<file path="src/rtl/id_ex_stage.sv">
// ID/EX pipeline register with operand forwarding and hazard stall generation.
// Latency: 1 cycle from ID inputs to registered outputs; stall_out is combinational.
// Backpressure: o_stall_out holds PC and IF/ID and a bubble is captured; flush overrides stall.
// Optional feature macro: ID_EX_FWD_EN (defined = forwarding, undefined = stall until the writer retires).
module id_ex_stage #(
  parameter int CTRL_W       = 16,
  parameter int REGWRITE_BIT = 0,
  parameter int MEMREAD_BIT  = 1
) (
  input  logic              i_clk,
  input  logic              i_reset,
  input  logic [63:0]       i_rd_data1,
  input  logic [63:0]       i_rd_data2,
  input  logic [4:0]        i_rs1,
  input  logic [4:0]        i_rs2,
  input  logic [4:0]        i_rd_in,
  input  logic [63:0]       i_imm_in,
  input  logic [CTRL_W-1:0] i_ctrl_in,
  input  logic              i_valid_in,
  input  logic              i_flush,
  input  logic [63:0]       i_ex_result,
  input  logic [63:0]       i_mem_result,
  input  logic [4:0]        i_mem_rd,
  input  logic              i_mem_regwrite,
  input  logic [63:0]       i_wb_result,
  input  logic [4:0]        i_wb_rd,
  input  logic              i_wb_regwrite,
  output logic [63:0]       o_a_out,
  output logic [63:0]       o_b_out,
  output logic [63:0]       o_imm_out,
  output logic [4:0]        o_rd_out,
  output logic [CTRL_W-1:0] o_ctrl_out,
  output logic              o_valid_out,
  output logic              o_stall_out
);

  logic [63:0]       r_a;
  logic [63:0]       r_b;
  logic [63:0]       r_imm;
  logic [4:0]        r_rd;
  logic [CTRL_W-1:0] r_ctrl;
  logic              r_valid;

  logic        w_ex_we;
  logic        w_ex_hit1, w_ex_hit2;
  logic        w_mem_hit1, w_mem_hit2;
  logic        w_wb_hit1, w_wb_hit2;
  logic        w_load_use;
  logic        w_hazard;
  logic [63:0] w_opnd_a;
  logic [63:0] w_opnd_b;

  // A writer hits a source when enabled, same register, and not the zero register X31.
  function automatic logic f_hit(input logic we, input logic [4:0] dst, input logic [4:0] src);
    return we && (dst == src) && (dst != 5'd31);
  endfunction

  // The EX writer is the instruction currently held in this register.
  assign w_ex_we    = r_valid & r_ctrl[REGWRITE_BIT];
  assign w_ex_hit1  = f_hit(w_ex_we, r_rd, i_rs1);
  assign w_ex_hit2  = f_hit(w_ex_we, r_rd, i_rs2);
  assign w_mem_hit1 = f_hit(i_mem_regwrite, i_mem_rd, i_rs1);
  assign w_mem_hit2 = f_hit(i_mem_regwrite, i_mem_rd, i_rs2);
  assign w_wb_hit1  = f_hit(i_wb_regwrite, i_wb_rd, i_rs1);
  assign w_wb_hit2  = f_hit(i_wb_regwrite, i_wb_rd, i_rs2);

  // Load data is not ready until MEM, so a dependent instruction waits one cycle.
  // Built from registered state only: ex_result never reaches stall_out.
  assign w_load_use = i_valid_in & r_valid & r_ctrl[MEMREAD_BIT] &
                      (f_hit(1'b1, r_rd, i_rs1) | f_hit(1'b1, r_rd, i_rs2));

`ifdef ID_EX_FWD_EN
  // Youngest matching writer wins: EX, then MEM, then WB, then the register file.
  always_comb begin
    w_opnd_a = i_rd_data1;
    w_opnd_b = i_rd_data2;
    if (w_ex_hit1)       w_opnd_a = i_ex_result;
    else if (w_mem_hit1) w_opnd_a = i_mem_result;
    else if (w_wb_hit1)  w_opnd_a = i_wb_result;
    if (w_ex_hit2)       w_opnd_b = i_ex_result;
    else if (w_mem_hit2) w_opnd_b = i_mem_result;
    else if (w_wb_hit2)  w_opnd_b = i_wb_result;
  end

  assign w_hazard = w_load_use;
`else
  logic w_unused_results;

  // Without forwarding the operands come straight from the register file, and any
  // in-flight writer (including WB, written at the end of the cycle) holds the ID slot.
  assign w_opnd_a = i_rd_data1;
  assign w_opnd_b = i_rd_data2;
  assign w_hazard = (i_valid_in & (w_ex_hit1 | w_ex_hit2 | w_mem_hit1 | w_mem_hit2 |
                                   w_wb_hit1 | w_wb_hit2)) | w_load_use;
  assign w_unused_results = ^{i_ex_result, i_mem_result, i_wb_result};
`endif

  // A flushed instruction never stalls; reset also forces the stall low at once.
  assign o_stall_out = w_hazard & ~i_flush & ~i_reset;

  // Pipeline register: flush or stall inserts a bubble, otherwise capture the ID slot.
  always_ff @(posedge i_clk or posedge i_reset) begin
    if (i_reset) begin
      r_a     <= '0;
      r_b     <= '0;
      r_imm   <= '0;
      r_rd    <= '0;
      r_ctrl  <= '0;
      r_valid <= 1'b0;
    end else if (i_flush || o_stall_out) begin
      r_ctrl  <= '0;
      r_valid <= 1'b0;
    end else begin
      r_a     <= w_opnd_a;
      r_b     <= w_opnd_b;
      r_imm   <= i_imm_in;
      r_rd    <= i_rd_in;
      r_ctrl  <= i_valid_in ? i_ctrl_in : '0;
      r_valid <= i_valid_in;
    end
  end

  assign o_a_out     = r_a;
  assign o_b_out     = r_b;
  assign o_imm_out   = r_imm;
  assign o_rd_out    = r_rd;
  assign o_ctrl_out  = r_ctrl;
  assign o_valid_out = r_valid;

endmodule

</file>
<file path="config.mk">
export PLATFORM = sky130hd
export DESIGN_NAME = id_ex_stage
export DESIGN_NICKNAME = d
export VERILOG_FILES = /design/src/rtl/id_ex_stage.sv
export SDC_FILE = /design/constraint.sdc
export NUM_CORES = 1
export LEC_CHECK = 0
export ABC_AREA = 1
export CAP_MARGIN = 30
export CORE_AREA = 2 2 252 254
export DETAILED_ROUTE_END_ITERATION = 6
export DIE_AREA = 0 0 254 256
export PLACE_DENSITY = 0.45
export SLEW_MARGIN = 15
export SYNTH_ARGS = -nofsm -noshare
export SYNTH_HDL_FRONTEND = slang
export SYNTH_SLANG_ARGS = --single-unit
export TNS_END_PERCENT = 10
</file>
<file path="constraint.sdc">
create_clock -name i_clk -period 9.9 [get_ports i_clk]
set_input_delay 1.485 -clock i_clk [delete_from_list [all_inputs] [get_ports i_clk]]
set_output_delay 1.485 -clock i_clk [all_outputs]
set_load 0.02 [all_outputs]
</file>
After elaboration in Yosys (flattened, before gate mapping)
Index checks and enable logic that the tools add are counted.

cells by class
  reductions and logical operators = 15
  bitwise operators = 16
  muxes and demuxes = 3
  eq/ne operators = 9

operators with widths
  operator              count
  $mux W16              2
  $eq A5 B5 Y1          6
  $ne A5 B5 Y1 const B  3
  $logic_and A1 B1 Y1   14
  $and A1 B1 Y1         7
  $or A1 B1 Y1          7
  $not A1 Y1            2
  $logic_or A1 B1 Y1    1
  $mux W1               1

storage, ports and cells
  word-level logic and storage cells = 49
  output and inout bits = 215
  bits of input ports = 431
  flip-flop bits (word level) = 214

Logic depth before layout (Yosys ltp)
Gate-level depths: netlist (run 1).

  word-level depth = 14
  mapped depth = 14
  depth with buffers taken out = 12

Worst setup path before layout (run 1)
Ideal clock, no wire load.

  path kind = input-to-output
  from = input i_rs2[3]
  to = output o_stall_out
  cell stages on the path = 11
  required time = 8.415 ns
  path slack = 5.894 ns
  path buffers = 1
  data arrival time = 2.521 ns
  cell sequence = inv_1 -> nand2_1 -> nand2_1 -> nor2_1 -> nand3_1 -> nand2_1 -> nand2_1 -> nand3_1 -> nand2_2 -> clkbuf_1 -> inv_1

between the ends
  cells in the longest elaborated chain, start to end = 12
  elaborated cells between the ends (all ways) = 21
  those cells by class = eq/ne: 3; bitwise: 11; reduce/logical: 7

ends and longest elaborated chain
  element                           line  source
  start, declared                   15    input logic [4:0] i_rs2,
  $eq A5 B5 Y1                      55    return we && (dst == src) && (dst != 5'd31);
  $logic_and A1 B1 Y1 (2 in a row)  55
  $or A1 B1 Y1 (4 in a row)         93    assign w_hazard = (i_valid_in & (w_ex_hit1 | w_ex_hit2 | w_mem_hit1 | w_mem_hit2 |
  $or A1 B1 Y1                      94    w_wb_hit1 | w_wb_hit2)) | w_load_use;
  $and A1 B1 Y1                     93
  $or A1 B1 Y1 *                    94
  $and A1 B1 Y1 * (2 in a row)      99    assign o_stall_out = w_hazard & ~i_flush & ~i_reset;
  end, declared                     34    output logic o_stall_out

Mark *: on every way between the ends. The rest lies on a longest branch, timed or not.

Final worst setup path (run 1)
  from = input i_valid_in
  to = output o_stall_out

between the ends
  cells in the longest elaborated chain, start to end = 6
  elaborated cells between the ends (all ways) = 7
  those cells by class = bitwise: 7

ends and longest elaborated chain
  element                       line  source
  start, declared               19    input logic i_valid_in,
  $and A1 B1 Y1 (3 in a row)    69    assign w_load_use = i_valid_in & r_valid & r_ctrl[MEMREAD_BIT] &
  $or A1 B1 Y1 *                94
  $and A1 B1 Y1 * (2 in a row)  99

Marks and branches as above.

==> results of run 1 <==
-- worst max-delay path: stages --
cell and delay, ns:
clkdlybuf4s50_1 0.86, inv_1 0.26, nor3_1 0.50, nand2_8 0.45
inv_1 0.17, clkdlybuf4s50_1 0.63
-- state kept, by name, indices dropped and copies added, names as in the netlist --
| signal | cells |
|---|---|
| o_ctrl_out | 16 |
| o_b_out | 64 |
| o_a_out | 64 |
| o_valid_out | 1 |
| o_imm_out | 64 |
| o_rd_out | 5 |
-- metrics by stage --
stage,setup slack [ns],std cells,instance area [um^2]
after floorplan,2.564,1043,8922
after global placement,3.927,2281,14210
after detailed placement,3.938,2282,14240
after CTS,3.912,2334,15240
after global routing,3.768,2337,15300
final,4.049,2338,15300
-- routing by layer --
| layer | part of all wire, % | GRT usage (%) | up-vias |
|---|---|---|---|
| li1 | - | - | 4148 |
| met1 | 41 | 13.81 | 4071 |
| met2 | 46 | 18.92 | 339 |
| met3 | 11 | 5.085 | 40 |
| met4 | 2.2 | 3.464 | 4 |
| met5 | 0.085 | 0 | - |
-- placed cells by master (no fill, tap or decap), types with 2 or more instances in the layout --
master	instances
buf_16	3
buf_4	6
bufinv_16	5
clkbuf_1	3
clkbuf_16	28
clkbuf_8	5
clkdlybuf4s50_1	453
clkinv_2	6
clkinvlp_4	3
dfrtp_1	214
diode_2	2
inv_1	24
inv_2	2
nand2_1	481
nand2_8	2
nand3_1	205
nand4_1	2
nor2_1	30
nor3_1	2
o21a_1	2
o21ai_0	2
xnor2_1	6
-- kinds of logic after synthesis --
logic type             after synthesis
buffers and inverters               95
AO/OA/AOI/OAI                        5
XOR/XNOR                             7
AND/OR/NAND/NOR                    722
flip-flops                         214
-- report_power, final --
| part | leakage [uW] | total (uW) | internal, uW | switching [uW] |
|---|---|---|---|---|
| clock network | 0.000490 | 1120 | 687 | 433 |
| registers | 0.00263 | 1000 | 955 | 48.0 |
| logic | 0.00398 | 560 | 268 | 292 |
-- final cells by class --
| type | instances | area share [%] |
|---|---|---|
| antenna | 2 | 0.03270 |
| timing repair buffer | 462 | 30.46 |
| sequential | 214 | 34.99 |
| tap | 846 | 6.916 |
| inverter | 28 | 0.7685 |
| multi-input combinational | 734 | 20.24 |
| clock inverter | 16 | 1.488 |
| clock buffer | 36 | 5.101 |
-- path summary, 6_finish.rpt --
| path | startpoint | end | slack, ns | cells past startpoint |
|---|---|---|---|---|
| hold reg to reg | o_a_out[5] | o_a_out[5] | 0.47 | 2 |
| setup reg to reg | o_rd_out[4] | o_ctrl_out[7] | 6.50 | 12 |
| hold / removal | o_a_out[5] | o_a_out[5] | 0.47 | 2 |
| max in group asynchronous | i_reset | o_imm_out[28] | 7.13 | 3 |
| setup / recovery | i_valid_in | o_stall_out | 4.05 | 6 |
| min in group asynchronous | i_reset | o_rd_out[3] | 1.45 | 2 |
-- cell usage after synthesis --
master	instances	share of area, %
buf_4	8	0.67
buf_1	13	0.55
o21ai_1	1	0.056
o21ai_0	2	0.11
nand2_4	1	0.13
clkbuf_1	17	0.72
nand2_1	481	20
nor3_1	2	0.11
inv_2	3	0.13
buf_6	11	1.4
xor2_1	1	0.098
o21a_1	2	0.17
dfrtp_1	214	60
inv_1	25	1.1
buf_2	18	1.0
xnor2_1	6	0.59
nand2_2	1	0.070
nand4_1	2	0.14
nor2_1	30	1.3
nand3_1	205	11
==> impl_metrics.ini, run 1 <==
[status]
status = complete, no violations

[synth]
yosysSeqAreaShare_pct = 60.02
synth_fa_ha_area_share_pct = 0
synthesis.nets = 1474
netlist_area_mm2 = 0.008922
synth_xor_xnor_area_share_pct = 0.6871
syn-mean-instance-area_um2 = 8.554
synth_top_family_by_area = simple AND/OR/NAND/NOR gates
synthDistinctLibCells = 20
synthSimpleGateAreaFrac_pct = 33.45
synth_compound_area_share_pct = 0.3366
synth-warning-count = 0
ys_ff_latch = 214
synth.area.mux_share_pct = 0
synthCells = 1043

[global_route]
grt_pass1_wl_um = 57280
track_usage_pct = 11.64
antenna_found_initial = 4
grt_pass1_vias = 8798
globalRoute.totalOverflow = 0
grt_max_degree = 106

[clocking]
cts_buffer_depth = 3
cts_tree = built
cts.root.buffer_cell = clkbuf_16
clkTransAtPathRegs_ns = 0.05
numCtsBuffers = 28
clk_latency_ns = 0.57
htree_levels = 1
ctsHoldBuffers = 0
cts.sinks = 214
post_cts_buffers = 0
cts_resized = 0

[detailed_routing]
wl_um = 38940
first_pass_iters = 4
ant_nets = 0
route.detailed.wl_per_inst_um = 16.65
drtIter0Drc = 394
drcViolationCount = 0
vias = 8602
vias_per_cell = 3.679

[sta]
finalSetupTns_ns = 0
grt_setup_unrepaired = no
max_freq_mhz = 170.9
hold_slack_ns = 0.4668
min_period_ns = 5.851
setup_violations = 0
slew_violations = 0
fin_crit_sh_pct = 59.10
worst_pin_slew_ns = 0.8580
hold_violations = 0
slew_headroom_pct = 42.80
finClkSkew_ns = 0.01608

[critical_path]
worstPathArrival_ns = 4.37
end_kind = output port
crit_path_max_fanout = 105
setup.worst_path.class = in -> out
worst_ep_required_time_ns = 8.42
critPathLaunchType = input port

[layout]
drive_gt1_share_pct = 4.295
area_delta_synth_final_pct = 71.53
utilization_pct = 24.53
nets = 1899
register_area_mm2 = 0.005355
multi_input_area_mm2 = 0.003098
fill_cells = 6860

[floorplan]
placementRows = 92
dieArea_mm2 = 0.06502
io-pin-count = 646
start_util_pct = 14.30
core_area_mm2 = 0.06239
die-width_um = 254
die_h_um = 256

[pwr]
power.total_uw = 2682
leakagePower_uw = 0.007100
ir_worst_vdd_uv = 130.7
power_density_mw_per_mm2 = 175.2

[place]
gp_congestion = 0.8320
hpwl_um = 27580
io_buffer_count = 453

[job]
maxCapViolCount = 0

[min_path]
min_path_type = reg -> reg
(Power assumes the default switching activity.)
==> inputs of run 2 (changes only) <==
- clock period: 9.9 -> 5.7 ns (I/O delays scaled with it)
==> run 2 against run 1 <==
Effect of this change: die area is the same; clock power grew 67%; global-route usage shrank 0.066 points; total power grew 71%; via count shrank 0.22%; wire length shrank 1.3%; non-clock buffer count is the same; largest cell class unchanged; largest power group unchanged.
==> impl_metrics.ini, run 2 (synthesized netlist as in run 1, its figures left out) <==
[layout]
register_area_mm2 = 0.005355
area_delta_synth_final_pct = 71.07
multi_input_area_mm2 = 0.003098
drive_gt1_share_pct = 4.228
nets = 1900
final_common_cell = nand2_1
final_cell_mix = 481 x nand2_1, 453 x clkdlybuf4s50_1, 214 x dfrtp_1
fill_cells = 6854

[sta]
slew_violations = 0
finalSetupTns_ns = 0
max_freq_mhz = 242.9
slew_headroom_pct = 37.28
hold_slack_ns = 0.4661
fin_crit_sh_pct = 72.23
worst_slack_ns = 1.583
hold_violations = 0
setup_violations = 0
finClkSkew_ns = 0.01924
worst_pin_slew_ns = 0.9407
grt_setup_unrepaired = no
min_period_ns = 4.117

[detailed_routing]
ant_nets = 0
vias_per_cell = 3.671
drcViolationCount = 0
vias = 8583
drtIter0Drc = 406
wl_um = 38450
route.detailed.wl_per_inst_um = 16.44
first_pass_iters = 5

[critical_path]
rr_worst_depth = 13
r2r_start = o_rd_out[3]
r2r-end = o_b_out[2]
end_kind = output port
slowest_stage = clkdlybuf4s50_1
worst_ep_required_time_ns = 4.85
crit_chain = clkdlybuf4s50_1, buf_4, inv_1, nor3_1, nand2_8, inv_1, clkdlybuf4s50_1
setup.worst_path.class = in -> out
worstPathArrival_ns = 3.26
critPathLaunchType = input port
reg2reg_slack_ns = 2.77
slowest_delay_ns = 0.62
crit_path_max_fanout = 40

[floorplan]
dieArea_mm2 = 0.06502
core_area_mm2 = 0.06239
placementRows = 92
die_h_um = 256
io-pin-count = 646
start_util_pct = 14.30
die-width_um = 254

[status]
status = complete, no violations

[job]
maxCapViolCount = 0

[pwr]
power_density_mw_per_mm2 = 300.0
ir_worst_vdd_uv = 205.2
leakagePower_uw = 0.007086

[min_path]
min_path_type = reg -> reg
hold_depth = 2
min_from = o_b_out[29]
holdPathEnd = o_b_out[29]

[global_route]
grt_pass1_vias = 8997
antenna_found_initial = 3
grt_pass1_wl_um = 57650
track_usage_pct = 11.58
globalRoute.totalOverflow = 0
grt_max_degree = 130

[place]
gp_congestion = 0.8144
hpwl_um = 27070
pre_cts_ws_ns = 1.478
io_buffer_count = 453

[clocking]
cts_resized = 0
cts.root.buffer_cell = clkbuf_16
ctsHoldBuffers = 0
cts.sinks = 214
htree_levels = 1
post_cts_buffers = 0
cts_buffer_depth = 3
clk_latency_ns = 0.57
clkTransAtPathRegs_ns = 0.05
numCtsBuffers = 29
cts_tree = built
[run 2: critical path, delay by kind of cell]
family,cells,cell delay (ns)
and+or+nand+nor,2,0.83
buffers and inverters,5,1.56
[run 2: report_power, final]
part / internal (uW) / switching, uW
Combinational: 464 / 504
Clock: 1140 / 729
Sequential: 1660 / 83.4
Total: 3260 / 1320
[run 2: layer usage]
metal  vias up  part of all wire (%)  GRT usage [%]
li1       4154                     -              -
met1      4067                    42          13.96
met2       321                    46          18.90
met3        39                    11          4.739
met4         2                   2.0          3.186
met5         -                 0.034              0
[run 2: through the flow]
step / utilization [%] / total power (uW) / instances / cell area [um^2]
6_report: 24.46 / 4580 / 2338 / 15260
5_1_grt: 24.46 / 4836 / 2338 / 15260
4_1_cts: 24.41 / 4695 / 2335 / 15230
3_5_place_dp: 22.85 / 2749 / 2283 / 14260
3_3_place_gp: 22.85 / 2746 / 2283 / 14260
2_1_floorplan: - / 2168 / 1043 / 8926
[run 2: final cells by class]
| cell class | instances | share of cell area (%) |
|---|---|---|
| clock inverters | 13 | 0.9837 |
| repair buffers | 462 | 30.53 |
| diodes | 2 | 0.03279 |
| well taps | 846 | 6.935 |
| flip-flops and latches | 214 | 35.08 |
| clock buffers | 39 | 5.394 |
| multi-input cells | 734 | 20.30 |
| inverters | 28 | 0.7460 |
[run 2: how the worst max path moves through the flow]
stage                from     endpoint  slack [ns]  cells past startpoint
2_1_floorplan     i_reset   o_a_out[0]        2.06                      1
3_3_place_gp     i_rs1[0]  o_stall_out        1.53                     12
3_5_place_dp   i_valid_in  o_stall_out        1.48                      7
4_1_cts        i_valid_in  o_stall_out        1.46                      7
5_1_grt        i_valid_in  o_stall_out        1.40                      7
6_report       i_valid_in  o_stall_out        1.58                      7
